<file path="src/rtl/branch_pkg.sv">
// branch_pkg: shared funct3 codes, BHT counter type and branch condition decode.
package branch_pkg;
  localparam logic [2:0] F3_BEQ = 3'b000;
  localparam logic [2:0] F3_BNE = 3'b001;
  localparam logic [2:0] F3_BLT = 3'b100;
  localparam logic [2:0] F3_BGE = 3'b101;
  localparam logic [2:0] F3_BLTU = 3'b110;
  localparam logic [2:0] F3_BGEU = 3'b111;
  typedef logic [1:0] bht_ctr_t;
  localparam bht_ctr_t BHT_RESET = 2'b01;
  localparam logic [31:0] PC_STEP = 32'd4;
  function automatic logic cond_taken(input logic [2:0] f3, input logic lt, input logic eq);
    return f3 == F3_BEQ ? eq :
           f3 == F3_BNE ? ~eq :
           (f3 == F3_BLT || f3 == F3_BLTU) ? lt :
           (f3 == F3_BGE || f3 == F3_BGEU) ? ~lt : 1'b0;
  endfunction
endpackage

</file>
<file path="src/rtl/branch_resolve_bht.sv">
// bht: 2-bit saturating branch history table, combinational read, synchronous update.
module bht
  import branch_pkg::*;
#(
  parameter int IDX_W = 6
) (
  input  logic             clk,
  input  logic             rst_n,
  input  logic [IDX_W-1:0] rd_idx,
  output logic             rd_taken,
  input  logic             wr_en,
  input  logic [IDX_W-1:0] wr_idx,
  input  logic             wr_taken
);
  bht_ctr_t tbl [2**IDX_W];
  bht_ctr_t cur;
  assign rd_taken = tbl[rd_idx][1];
  assign cur = tbl[wr_idx];
  always_ff @(posedge clk) begin
    if (!rst_n) begin
      for (int i = 0; i < 2**IDX_W; i++) tbl[i] <= BHT_RESET;
    end else if (wr_en) begin
      tbl[wr_idx] <= wr_taken ? (cur == 2'b11 ? cur : cur + 2'b01) : (cur == 2'b00 ? cur : cur - 2'b01);
    end
  end
endmodule

</file>
<file path="src/rtl/branch_resolve.sv">
// branch_resolve: EX-stage branch decide, registered mispredict redirect/flush, BHT lookup/update.
// The BHT is present only when BRANCH_BHT_EN is defined; otherwise fetch predicts static not-taken.
module branch_resolve
  import branch_pkg::*;
#(
  parameter int IDX_W = 6
) (
  input  logic        clk,
  input  logic        rst_n,
  input  logic        ex_valid,
  input  logic        ex_is_branch,
  input  logic        ex_is_jump,
  input  logic [2:0]  ex_funct3,
  input  logic [31:0] ex_pc,
  input  logic [31:0] ex_target,
  input  logic        ex_pred_taken,
  output logic        br_unsigned,
  input  logic        br_less,
  input  logic        br_equal,
  input  logic [31:0] if_pc,
  output logic        if_pred_taken,
  output logic        redirect_valid,
  output logic [31:0] redirect_pc,
  output logic        flush
);
  logic live, taken, mispredict;
  assign br_unsigned = ex_funct3[1];
  assign live = ex_valid & ~redirect_valid;
  assign taken = ex_is_jump | (ex_is_branch & cond_taken(ex_funct3, br_less, br_equal));
  assign mispredict = live & (ex_is_branch | ex_is_jump) & (taken != ex_pred_taken);
  assign flush = redirect_valid;
  always_ff @(posedge clk) begin
    if (!rst_n) begin
      redirect_valid <= 1'b0;
      redirect_pc <= 32'd0;
    end else begin
      redirect_valid <= mispredict;
      if (mispredict) redirect_pc <= taken ? ex_target : ex_pc + PC_STEP;
    end
  end
`ifdef BRANCH_BHT_EN
  logic unused_pc;
  assign unused_pc = ^{if_pc[31:IDX_W+2], if_pc[1:0]};
  bht #(.IDX_W(IDX_W)) u_bht (
    .clk      (clk),
    .rst_n    (rst_n),
    .rd_idx   (if_pc[IDX_W+1:2]),
    .rd_taken (if_pred_taken),
    .wr_en    (live & ex_is_branch & ~ex_is_jump),
    .wr_idx   (ex_pc[IDX_W+1:2]),
    .wr_taken (taken)
  );
`else
  logic unused_pc;
  assign unused_pc = ^if_pc;
  assign if_pred_taken = 1'b0;
`endif
endmodule

</file>
<file path="config.mk">
export PLATFORM = sky130hd
export DESIGN_NAME = branch_resolve
export DESIGN_NICKNAME = d
export VERILOG_FILES = /design/src/rtl/branch_pkg.sv /design/src/rtl/branch_resolve_bht.sv /design/src/rtl/branch_resolve.sv
export SDC_FILE = /design/constraint.sdc
export NUM_CORES = 1
export LEC_CHECK = 0
export ABC_AREA = 0
export CAP_MARGIN = 25
export CORE_AREA = 2 2 80 82
export CTS_BUF_LIST = sky130_fd_sc_hd__clkbuf_8
export DETAILED_ROUTE_END_ITERATION = 8
export DIE_AREA = 0 0 82 84
export GPL_TIMING_DRIVEN = 0
export PLACE_DENSITY_LB_ADDON = 0.05
export SYNTH_ARGS = -nofsm -noshare
export SYNTH_HDL_FRONTEND = slang
export SYNTH_SLANG_ARGS = --single-unit
</file>
<file path="constraint.sdc">
create_clock -name clk -period 2.6 [get_ports clk]
set_clock_uncertainty 0.05 [all_clocks]
set_input_delay 0.26 -clock clk [delete_from_list [all_inputs] [get_ports clk]]
set_output_delay 0.26 -clock clk [all_outputs]
set_load 0.02 [all_outputs]
</file>
==> out/summary.txt <==
status = completed
largest net degree at the start of global routing = 12
die width = 82 µm
EDFF count, synth = 0
drc violations = 0
Avg Inst Size Synth = 7.89 µm²
Async SR Flop Fraction = 0%
cell accounting for the most synthesized area = dfxtp_1
critical path data required time = 2.73 ns
initial antenna violation count = 0
Setup Fix Bufs, Post-CTS = 0
vias per cell = 5.47
first-pass GRT wire length = 11.4 mm
register area share after synthesis = 29.6%
Final Hold Violating Endpoints = 0
GRT Resource Usage Total = 21.2%
clock sink count = 33
Setup Viol. Count Final = 0
clk_lat worst skew = 0.28 ns
Worst Setup End Kind = register
Max VDD drop = 0.197 mV
Inst Count DP = 468
HP Class = reg -> reg
Syn Std Cell Area = 0.00223 mm²
Static Leakage = 0.00123 µW
Ant. Diodes = 0
Syn Nets = 391
number of CTS-inserted buffers = 5
delay-heaviest family, CP = compound AO/OA/AOI/OAI gates
count of non-filler cells in the finished layout = 476
fill count = 607
WP buf/inv = 2
core box area = 0.00610 mm²
Starting Density = 36.6%
Reg clk slew, reported paths = 0.07 ns
most frequent cells in the layout = clkdlybuf4s50_1, dfxtp_1, nor2_1
synth-to-layout area growth = 56.8%
worst-path fanout max = 10
Cell variety after synth = 51
Slew Limit Fails = 0
flip-flop and latch count after synthesis = 33
Synthesis Warnings = 0
vias in the first global route = 2299
router iterations before antenna repair = 5
DR vias = 2603
highest clock rate = 403 MHz
layout cells sized above 1 = 7.02%
Worst slew margin = 50.6%
worst-margin pin slew = 0.741 ns
critical path's largest stage delay = 0.68 ns
pwr dens = 403 mW/mm²
Worst Setup Path Type = in -> reg
Max stage delay cell, worst path = a221oi_2
Die H = 84 µm
GP Congestion = 0.832
final setup TNS = 0 ns
Startpoint Class = primary input
Finished Core Util = 57.4%
RSZ-0062 raised after global routing = false
largest cells by area after synthesis = dfxtp_1, nand3_1, nor2_1
dpl ws = -0.153 ns
Tmin final = 2.48 ns
wire per inst = 15.6 µm
clock buffer depth = 2
htree depth = 2
Synth top area share = 29.6%
Mapped Cells = 283
CTS root buf = clkbuf_8
Routed Antenna Nets = 0
CP Data Arrival Time = 2.61 ns
CP Cell Sequence = clkdlybuf4s50_1, xor2_1, a221oi_2, clkbuf_1, nand3_1, a32o_1
FP Rows = 29
commonest non-fill, non-tap cell in the layout = clkdlybuf4s50_1
# port buffers = 108
dpl hpwl = 5.78 mm
Synth Flop Type = dfxtp_1
GRT overflow = 0
Ports = 143
Nets = 506
Final Cycle Share = 95.5%
CTS tree = built
Worst Slack Setup Final = 0.117 ns
Detailed Route WL = 7.40 mm
Die ar. = 0.00689 mm²
max cap viols = 0
Initial DRC Count = 93
total power = 1410 µW
## Yosys cell counts (2+ instances only)
| master | count |
|---|---|
| a221oi_2 | 2 |
| a21oi_1 | 10 |
| and2_1 | 4 |
| a211o_1 | 5 |
| a31oi_1 | 5 |
| or3_1 | 3 |
| nand2_1 | 24 |
| buf_4 | 4 |
| nor3_1 | 5 |
| a21o_1 | 3 |
| clkbuf_1 | 8 |
| nor4_1 | 2 |
| xor2_1 | 5 |
| o21ai_0 | 5 |
| inv_1 | 6 |
| and3_1 | 4 |
| or4_1 | 12 |
| xnor2_1 | 8 |
| nor3b_1 | 4 |
| buf_2 | 7 |
| o31ai_1 | 12 |
| and4_1 | 4 |
| mux2i_1 | 4 |
| nand3_1 | 23 |
| o21ai_1 | 5 |
| nor2_1 | 25 |
| a311oi_1 | 4 |
| nand2b_1 | 5 |
| nand4_1 | 8 |
| a32o_1 | 7 |
| a22o_1 | 5 |
| dfxtp_1 | 33 |
| o211ai_1 | 4 |
## flip-flops by register name, indices dropped and copies added (netlist names)
register     count
flush            1
redirect_pc     32
## worst register-to-register path, delay by kind of cell, from the launching register on
family                 cells  cell delay [ns]
buffers and inverters      1             0.22
AO/OA/AOI/OAI              1             0.24
flip-flops                 1             0.33
multiplexers               1             0.26
AND/OR/NAND/NOR            3             0.61
## final timing paths
path	start	end	slack, ns	cells after the start
min	redirect_pc[16]$_SDFFE_PN0P_	redirect_pc[16]$_SDFFE_PN0P_	0.41	2
max	ex_funct3[0]	redirect_pc[23]$_SDFFE_PN0P_	0.12	6
min reg2reg	redirect_pc[16]$_SDFFE_PN0P_	redirect_pc[16]$_SDFFE_PN0P_	0.41	2
max reg2reg	flush$_SDFF_PN0_	redirect_pc[28]$_SDFFE_PN0P_	0.78	6
## cell families (layout without fill, tap and decap cells)
group	count (synthesis)	in the layout	synth area share, %
other cells	1	1	0.168
fa+ha+maj	1	1	0.560
mux	5	5	2.30
flops	33	33	29.6
buf+inv	27	143	5.94
xor+xnor	13	13	5.10
compound gates	74	74	24.9
simple gates	129	129	31.4
## through the flow
step | hold slack (ns) | instance area [µm²]
floorplan | 0.369 | 2230
global route | 0.434 | 3500
CTS | 0.408 | 3500
finish | 0.407 | 3500
detailed placement | 0.399 | 3410
global placement | 0.395 | 3410
## report_power, final
group	internal (µW)	total (µW)	switching, µW	leakage (µW)
registers	541	560	19.6	0.000269
logic	241	469	228	0.000920
clock network	185	382	197	0.0000439
total	966	1410	444	0.00123
## area by class of cell
cell class | count | area (µm²) | area share (%)
multi-input combinational | 223 | 1440 | 41.2
buffer | 20 | 106 | 3.04
tap | 77 | 96.3 | 2.75
inverter | 7 | 26.3 | 0.751
sequential | 33 | 661 | 18.9
clock buffer | 5 | 68.8 | 1.97
timing repair buffer | 108 | 1080 | 30.9
clock inverter | 3 | 17.5 | 0.501
## metal layers
layer	vias to the layer above	GRT usage, %	wire length, µm
li1	1314	-	-
met1	1183	31.4	3630
met2	99	30.8	3160
met3	7	4.00	527
met4	0	6.36	87
met5	-	0	0
## repair_timing
item,4_1_cts,5_1_grt
hold endpoints to repair,0,0
hold buffers,0,0
gates resized for setup,0,1
endpoints found under the setup margin,0,2
Note: power is estimated with default switching activity, not from simulation.
